File: config.mk
export PLATFORM = sky130hd
export DESIGN_NAME = i2c_bus_arbiter
export DESIGN_NICKNAME = d
export VERILOG_FILES = /design/src/rtl/i2c_bus_arbiter.sv
export SDC_FILE = /design/constraint.sdc
export NUM_CORES = 1
export LEC_CHECK = 0
export ABC_AREA = 1
export BUFFER_PORTS_ARGS = -buffer_cell sky130_fd_sc_hd__buf_2
export CAP_MARGIN = 20
export CORE_MARGIN = 2
export CORE_UTILIZATION = 53
export DETAILED_ROUTE_END_ITERATION = 10
export PLACE_DENSITY = 0.83
export SYNTH_ARGS = -nofsm -noshare
export SYNTH_HDL_FRONTEND = slang
export SYNTH_SLANG_ARGS = --single-unit
File: constraint.sdc
create_clock -name clk -period 2.5 [get_ports clk]
set_input_delay 0.375 -clock clk [delete_from_list [all_inputs] [get_ports clk]]
set_output_delay 0.375 -clock clk [all_outputs]
set_load 0.05 [all_outputs]
File: src/rtl/i2c_bus_arbiter.sv
// i2c_bus_arbiter
//   Two-requester round-robin arbiter that sequences I2C transactions
//   (address byte, 1-4 data bytes, STOP) through an external byte engine.
//
// Ports
//   clk, reset        : clock, synchronous active-low reset
//   req[1:0]          : transaction requests, bit N = requester N
//   addr[13:0]        : {addr1, addr0}, 7-bit slave addresses
//   rw[1:0]           : per requester, 1 = read, 0 = write
//   len[3:0]          : {len1, len0}, byte count minus 1
//   wdata[63:0]       : {wdata1, wdata0}, byte 0 in bits [7:0], sent first
//   gnt[1:0]          : one-hot owner of the current transaction
//   done[1:0], err[1:0] : one-cycle completion / error pulses
//   rdata[31:0]       : read bytes, byte i in bits [8i+7:8i]
//   busy              : state is not IDLE
//   eng_go + eng_start/stop/rd/mack/tx : command strobe and fields
//   eng_done, eng_rx, eng_nack : engine completion, read byte, slave NACK
module i2c_bus_arbiter #(
  parameter int TIMEOUT = 20000
) (
  input  logic        clk,
  input  logic        reset,
  input  logic [1:0]  req,
  input  logic [13:0] addr,
  input  logic [1:0]  rw,
  input  logic [3:0]  len,
  input  logic [63:0] wdata,
  output logic [1:0]  gnt,
  output logic [1:0]  done,
  output logic [1:0]  err,
  output logic [31:0] rdata,
  output logic        busy,
  output logic        eng_go,
  output logic        eng_start,
  output logic        eng_stop,
  output logic        eng_rd,
  output logic        eng_mack,
  output logic [7:0]  eng_tx,
  input  logic        eng_done,
  input  logic [7:0]  eng_rx,
  input  logic        eng_nack
);

  localparam int CW = (TIMEOUT < 2) ? 1 : $clog2(TIMEOUT);
  localparam logic [CW-1:0] TLIM = CW'(TIMEOUT - 1);

  typedef enum logic [2:0] {IDLE, ADDR, XFER, STOP, FIN} state_t;

  state_t state, nxt;

  // latched transaction
  logic        owner, owner_n;
  logic [6:0]  a_q, a_n;
  logic        rw_q, rw_n;
  logic [1:0]  len_q, len_n;
  logic [31:0] wd_q, wd_n;

  // sequencing
  logic        last, last_n;       // requester granted most recently
  logic        waiting, waiting_n; // command issued, awaiting eng_done
  logic [1:0]  idx, idx_n;
  logic        eflag, eflag_n;
  logic [CW-1:0] cnt, cnt_n;

  // registered outputs
  logic [1:0]  gnt_n, done_n, err_n;
  logic [31:0] rdata_n;
  logic        go_n, start_n, stop_n, rd_n, mack_n;
  logic [7:0]  tx_n;

  // command issue requests from the state logic
  logic        iss_addr, iss_byte, iss_stop, to_fin;
  logic [1:0]  bi;
  logic        win, wait_ev;

  // On contention the requester not served last wins; last resets to 1
  // so requester 0 has priority out of reset.
  assign win     = (req == 2'b11) ? ~last : req[1];
  // eng_done is meaningless in the same cycle as our own eng_go
  assign wait_ev = waiting && !eng_go;
  assign busy    = (state != IDLE);

  always_comb begin
    nxt       = state;
    owner_n   = owner;
    a_n       = a_q;
    rw_n      = rw_q;
    len_n     = len_q;
    wd_n      = wd_q;
    last_n    = last;
    waiting_n = waiting;
    idx_n     = idx;
    eflag_n   = eflag;
    cnt_n     = cnt;
    gnt_n     = gnt;
    rdata_n   = rdata;
    done_n    = 2'b00;
    err_n     = 2'b00;
    go_n      = 1'b0;
    start_n   = 1'b0;
    stop_n    = 1'b0;
    rd_n      = 1'b0;
    mack_n    = 1'b0;
    tx_n      = 8'h00;
    iss_addr  = 1'b0;
    iss_byte  = 1'b0;
    iss_stop  = 1'b0;
    to_fin    = 1'b0;
    bi        = 2'd0;

    case (state)
      IDLE: begin
        if (|req) begin
          owner_n   = win;
          gnt_n     = win ? 2'b10 : 2'b01;
          a_n       = win ? addr[13:7]   : addr[6:0];
          rw_n      = win ? rw[1]        : rw[0];
          len_n     = win ? len[3:2]     : len[1:0];
          wd_n      = win ? wdata[63:32] : wdata[31:0];
          if (win ? rw[1] : rw[0]) rdata_n = 32'h0;
          idx_n     = 2'd0;
          eflag_n   = 1'b0;
          waiting_n = 1'b0;
          nxt       = ADDR;
        end
      end
      ADDR: begin
        if (!waiting) begin
          iss_addr = 1'b1;
        end else if (wait_ev && eng_done) begin
          if (eng_nack) begin
            eflag_n  = 1'b1;
            iss_stop = 1'b1;
            nxt      = STOP;
          end else begin
            idx_n    = 2'd0;
            bi       = 2'd0;
            iss_byte = 1'b1;
            nxt      = XFER;
          end
        end
      end
      XFER: begin
        if (wait_ev && eng_done) begin
          if (rw_q) rdata_n[{idx, 3'b000} +: 8] = eng_rx;
          if (idx == len_q) begin
            // STOP already rode on the last byte, so a NACK here just errors
            if (!rw_q && eng_nack) eflag_n = 1'b1;
            to_fin = 1'b1;
          end else if (!rw_q && eng_nack) begin
            eflag_n  = 1'b1;
            iss_stop = 1'b1;
            nxt      = STOP;
          end else begin
            idx_n    = idx + 2'd1;
            bi       = idx + 2'd1;
            iss_byte = 1'b1;
          end
        end
      end
      STOP: begin
        if (wait_ev && eng_done) to_fin = 1'b1;
      end
      FIN: begin
        gnt_n     = 2'b00;
        last_n    = owner;
        waiting_n = 1'b0;
        nxt       = IDLE;
      end
      default: nxt = IDLE;
    endcase

    // Timeout: abandon the transaction without a STOP
    if (wait_ev && !eng_done && state != IDLE && state != FIN) begin
      if (cnt == TLIM) begin
        eflag_n = 1'b1;
        to_fin  = 1'b1;
      end else begin
        cnt_n = cnt + CW'(1);
      end
    end

    if (iss_addr) begin
      go_n    = 1'b1;
      start_n = 1'b1;
      tx_n    = {a_q, rw_q};
    end
    if (iss_byte) begin
      go_n   = 1'b1;
      rd_n   = rw_q;
      tx_n   = rw_q ? 8'h00 : wd_q[{bi, 3'b000} +: 8];
      stop_n = (bi == len_q);
      mack_n = rw_q && (bi == len_q);
    end
    if (iss_stop) begin
      go_n   = 1'b1;
      stop_n = 1'b1;
    end
    if (go_n) begin
      waiting_n = 1'b1;
      cnt_n     = '0;
    end
    if (to_fin) begin
      nxt       = FIN;
      waiting_n = 1'b0;
      done_n    = owner ? 2'b10 : 2'b01;
      err_n     = eflag_n ? (owner ? 2'b10 : 2'b01) : 2'b00;
    end
  end

  always_ff @(posedge clk) begin
    if (!reset) begin
      state     <= IDLE;
      owner     <= 1'b0;
      a_q       <= '0;
      rw_q      <= 1'b0;
      len_q     <= '0;
      wd_q      <= '0;
      last      <= 1'b1;
      waiting   <= 1'b0;
      idx       <= '0;
      eflag     <= 1'b0;
      cnt       <= '0;
      gnt       <= '0;
      done      <= '0;
      err       <= '0;
      rdata     <= '0;
      eng_go    <= 1'b0;
      eng_start <= 1'b0;
      eng_stop  <= 1'b0;
      eng_rd    <= 1'b0;
      eng_mack  <= 1'b0;
      eng_tx    <= '0;
    end else begin
      state     <= nxt;
      owner     <= owner_n;
      a_q       <= a_n;
      rw_q      <= rw_n;
      len_q     <= len_n;
      wd_q      <= wd_n;
      last      <= last_n;
      waiting   <= waiting_n;
      idx       <= idx_n;
      eflag     <= eflag_n;
      cnt       <= cnt_n;
      gnt       <= gnt_n;
      done      <= done_n;
      err       <= err_n;
      rdata     <= rdata_n;
      eng_go    <= go_n;
      eng_start <= start_n;
      eng_stop  <= stop_n;
      eng_rd    <= rd_n;
      eng_mack  <= mack_n;
      eng_tx    <= tx_n;
    end
  end

endmodule

**After elaboration in Yosys (flattened, before gate mapping)**

Cells that the tools add are included.

- Logic and storage cells: 167
- Input bits: 98
- Register bits after elaboration: 117
- Output and inout bits: 52

- Multiplexer cells: 78
- Bitwise logic cells: 4
- Eq/ne operators: 27
- Reductions and logical operators: 30
- Add/subtract/negate cells: 3
- Shifts and indexed selects: 3

Operators by type and width:

| kind | number |
|---|---|
| $mux 32 | 5 |
| $pmux 32 s2 | 1 |
| $mux 1 | 37 |
| $bwmux 32 | 1 |
| $shift 8x7->32 const A | 1 |
| $shiftx 32x6->8 | 1 |
| $shiftx 8x7->32 | 1 |
| $mux 2 | 15 |
| $mux 8 | 3 |
| $ne 3x3->1 const B | 8 |
| $ne 2x2->1 const B | 11 |
| $mux 3 | 7 |
| $add 15x1->15 const B | 1 |
| $eq 15x15->1 const B | 1 |
| $reduce_and 7->1 | 2 |
| $pmux 3 s4 | 1 |
| $reduce_and 2->1 | 6 |
| $reduce_bool 3->1 | 3 |
| $pmux 1 s2 | 4 |
| $reduce_and 8->1 | 1 |
| $logic_and 1x1->1 | 7 |
| $mux 7 | 1 |
| $neg 5->7 | 1 |
| $eq 3x2->1 const B | 2 |
| other kinds (15) | 24 |

**Longest topological paths before layout**

- Depth in word-level cells: 10
- Depth in mapped cells: 12
- Gate-level depth less buffers: 12

**Worst setup path before layout**

OpenSTA, ideal clock, no wires.

- Kind: register -> register
- Start: register idx[0]
- End: register rdata[18]
- Required time: 2.429 ns
- Slack: 0.408 ns
- Arrival time: 2.021 ns
- Stages on the path, launching flop included: 11
- Path buffers: 2
- Clock period less this slack: 2.092 ns
- Library setup time: 0.071 ns
- Cell sequence: dfxtp_1 inv_1 clkbuf_1 clkbuf_1 ha_1 inv_1 nor2_1 nand4_1 nor2_1 nand4_1 a21oi_1

- Cells in the longest elaborated chain, start to end: 6
- Elaborated cells on any way between the ends: 7
- Classes of those cells: 1 x add/sub; 2 x shift; 4 x mux

RTL lines:

| element | RTL line | RTL |
|---|---|---|
| start: declaration | 61 | `logic [1:0] idx, idx_n;` |
| start signal: assignment | 243 | `idx <= idx_n;` |
| $neg 5->7 * | 145 | `if (rw_q) rdata_n[{idx, 3'b000} +: 8] = eng_rx;` |
| $shiftx 8x7->32 or $shift 8x7->32 (tied branches) | 145 |  |
| $bwmux 32 * | 145 |  |
| $mux 32 * | 145 |  |
| $mux 32 * | 144 | `if (wait_ev && eng_done) begin` |
| $pmux 32 s2 * | 111 | `case (state)` |
| end signal: assignment | 249 | `rdata <= rdata_n;` |
| end: declaration | 31 | `output logic [31:0] rdata,` |

Mark *: on every way between the ends. The rest lies on a longest branch, timed or not. The select of a mux whose other input is x is not followed.
A chain may end at the register's enable or synchronous reset.

**Worst setup path after layout**

- Start: register idx[0]
- End: register rdata[19]

The elaborated chain is that of the path after synthesis.

==> metrics <==
status=finished, final reports clean; Cell Area, Synth=~6000 µm²; post-cts hold buffer count=0; RSZ-0062 raised after global routing=false; Crit. End Element=flip-flop; GPL Wtd Cong=roughly 0.95; final total negative setup slack=0 ns; commonest non-fill, non-tap cells in the layout=nand2_1, buf_2, dfxtp_1; die height=about 110 µm; Slew @ Worst Pin=between 0.6 and 0.7 ns; vias in the first global route=about 5500; Slew Limit Fails=0; Psw=about 2.9 mW; Die X=between 100 and 150 µm; number of antenna violations at the first check in global routing=1; Setup CP Type=reg -> reg; setup bufs post-CTS=0; DP Wirelength=roughly 12000 µm; Reg power frac=between 30% and 40%; H-tree depth=4; most common cell after layout, fill and taps aside=nand2_1; Clock Skew=just over 0.009 ns; Period minus WS final=between 2 and 2.5 ns; gr ovfl total=0; hold slack=between 0.1 and 0.15 ns; worst-path fanout max=8; die area=approximately 12000 µm²; Worst-Skew Late Latency=between 0.5 and 0.6 ns; Switching Fraction=approximately 39%; Initial Util=54.4%; Port-buffer cells=between 100 and 150; overall global routing resource usage=between 20% and 30%; core box area=around 11000 µm²; TritonRoute pass-1 iters=5; CTS root buf=clkbuf_8; clk sinks=approximately 120; Req. time, crit path=roughly 3 ns; clock-pin slew on the worst setup and hold paths=about 0.06 ns; Area Overhead vs Synth=24.7%; CTS Buffer Depth=2; clock network power share=around 35%; dominant synthesized flop cell=dfxtp_1; DR iter-0 viols=~430; worst reg2reg startpoint=idx[0]; #FFs+latches synth=117; synth unique cells=40; final cycle utilization of the critical path=84.5%; WL final=16000 µm; largest net degree at the start of global routing=43; Setup crit start=idx[0]; power share of the combinational group=between 30 and 40%; setup slack, reg-to-reg=between 0.3 and 0.4 ns; setup ws final=roughly 0.39 ns; P_int=between 4 and 5 mW; PD cells=~990 nW/µm²; Critical Path AT=between 2 and 3 ns; worst hold start=addr[2]; cts repair resizes=0; Seq/Total Area, Yosys=just under 40%; Hold Violations, Final=0; ys async rst share=0%; Worst IR Drop VDD=between 0.5 and 0.6 mV; IO Pins=150; global-route wire length before repair=25700 µm; post-detailed-route count of antenna-violating nets=0; Hold Crit Class=in -> reg; Pleak=3.24 nW; syn_nets=~970; Nets=around 1100; DRC viols=0; final setup fails=0; DP Worst Slack=~0.45 ns; yosys warns=0; Via density=5.25; fraction of layout cells with a size suffix above 1=~23%; via count=approximately 6000; Critical Path Source Type=flip-flop; CTS tree=built; Slew Limit Headroom=about 55%; Max Cap Viol=0; EDFF count, synth=0; f_max=between 400 and 500 MHz; Cell Rows=38; Post-Synthesis Cells=a little under 900; CTS buffer count=17; Routed wire per std cell=around 14 µm; syn_area_per_cell=between 6 and 7 µm²
==> cells by family (layout without fill, tap and decap cells) <==
group,Yosys count,count (layout),synth area share [%]
AO/OA/AOI/OAI,109,109,10.3
XOR/XNOR,15,15,2.23
adder cells (fa/ha/maj),5,5,1.06
buffers and inverters,136,291,9.84
flip-flops,117,117,39.7
multiplexers,1,1,0.170
other,0,1,0
AND/OR/NAND/NOR,486,486,36.7
==> critical path, cell delays in order (launching register included) <==
cell and delay (ns):
dfxtp_1 0.43, inv_1 0.17, ha_1 0.40, inv_1 0.09, nor2_1 0.19, nand4_1 0.30
nor2_1 0.18, nand4_1 0.12, a21oi_1 0.16
==> through the flow <==
step | util, % | power (mW) | cell area, µm² | instances
after floorplan | - | 4.29 | 5900 | 869
after global placement | 62.2 | 4.77 | 6740 | 1132
after detailed placement | 62.2 | 4.79 | 6740 | 1132
after CTS | 67.9 | 7.30 | 7360 | 1164
after global routing | 67.9 | 7.71 | 7360 | 1165
final | 67.9 | 7.32 | 7360 | 1165
==> power groups by stage <==
stage / clock, mW / sequential (mW) / combinational, mW
6_report: 2.53 / 2.27 / 2.51
5_1_grt: 2.62 / 2.31 / 2.78
4_1_cts: 2.53 / 2.27 / 2.49
3_5_place_dp: 0 / 2.31 / 2.48
3_3_place_gp: 0 / 2.30 / 2.47
2_1_floorplan: 0 / 2.50 / 1.79
==> final cells by class <==
class	count	area, µm²
Fill cell	911	3480
Multi-Input combinational cell	616	2980
Sequential cell	117	2340
Timing Repair Buffer	162	881
Clock buffer	20	435
Inverter	97	364
Clock inverter	12	179
Tap cell	140	175
Antenna cell	1	2.50
==> flip-flops by register name, indices dropped and copies added (netlist names), 2 cells and up <==
signal and count:
err 2, eng_tx 8, cnt 15, rdata 32, a_q 7, wd_q 32
state 3, gnt 2, done 2, len_q 2, idx 2
==> synthesized netlist by cell type, types with 2 or more instances <==
cell / n / share of area (%)
ha_1: 5 / 1.1
o21ai_1: 7 / 0.59
nor4_1: 2 / 0.21
nor2_2: 13 / 1.4
buf_6: 4 / 0.76
inv_2: 9 / 0.57
xor2_1: 13 / 1.9
a21oi_1: 42 / 3.6
nor2_4: 4 / 0.76
nand4_1: 44 / 4.7
clkinv_1: 5 / 0.32
buf_2: 16 / 1.4
nand2_2: 5 / 0.53
dfxtp_1: 117 / 40
clkbuf_1: 15 / 0.95
nand3_4: 3 / 0.89
inv_1: 83 / 5.3
nand3_1: 24 / 2.0
nand2_1: 284 / 18
xnor2_1: 2 / 0.30
nor2_1: 85 / 5.4
buf_1: 2 / 0.13
or2_2: 2 / 0.21
a31oi_1: 41 / 4.3
o21ai_0: 15 / 1.3
nor3_1: 13 / 1.1
==> metal layers <==
layer / global-route usage, % / vias to the layer above / routed length, µm
met5: 0 / - / 0
met4: 11.6 / 0 / 426
met3: 5.39 / 42 / 1190
met2: 43.8 / 275 / 7420
met1: 35.9 / 2712 / 6960
li1: - / 3085 / -
==> final timing paths <==
check | to | cells past startpoint
min | a_q[2] | 3
min reg2reg | rdata[4] | 2
max reg2reg | rdata[19] | 8
max | rdata[19] | 8
No activity file was read; power rests on OpenSTA's default activity.
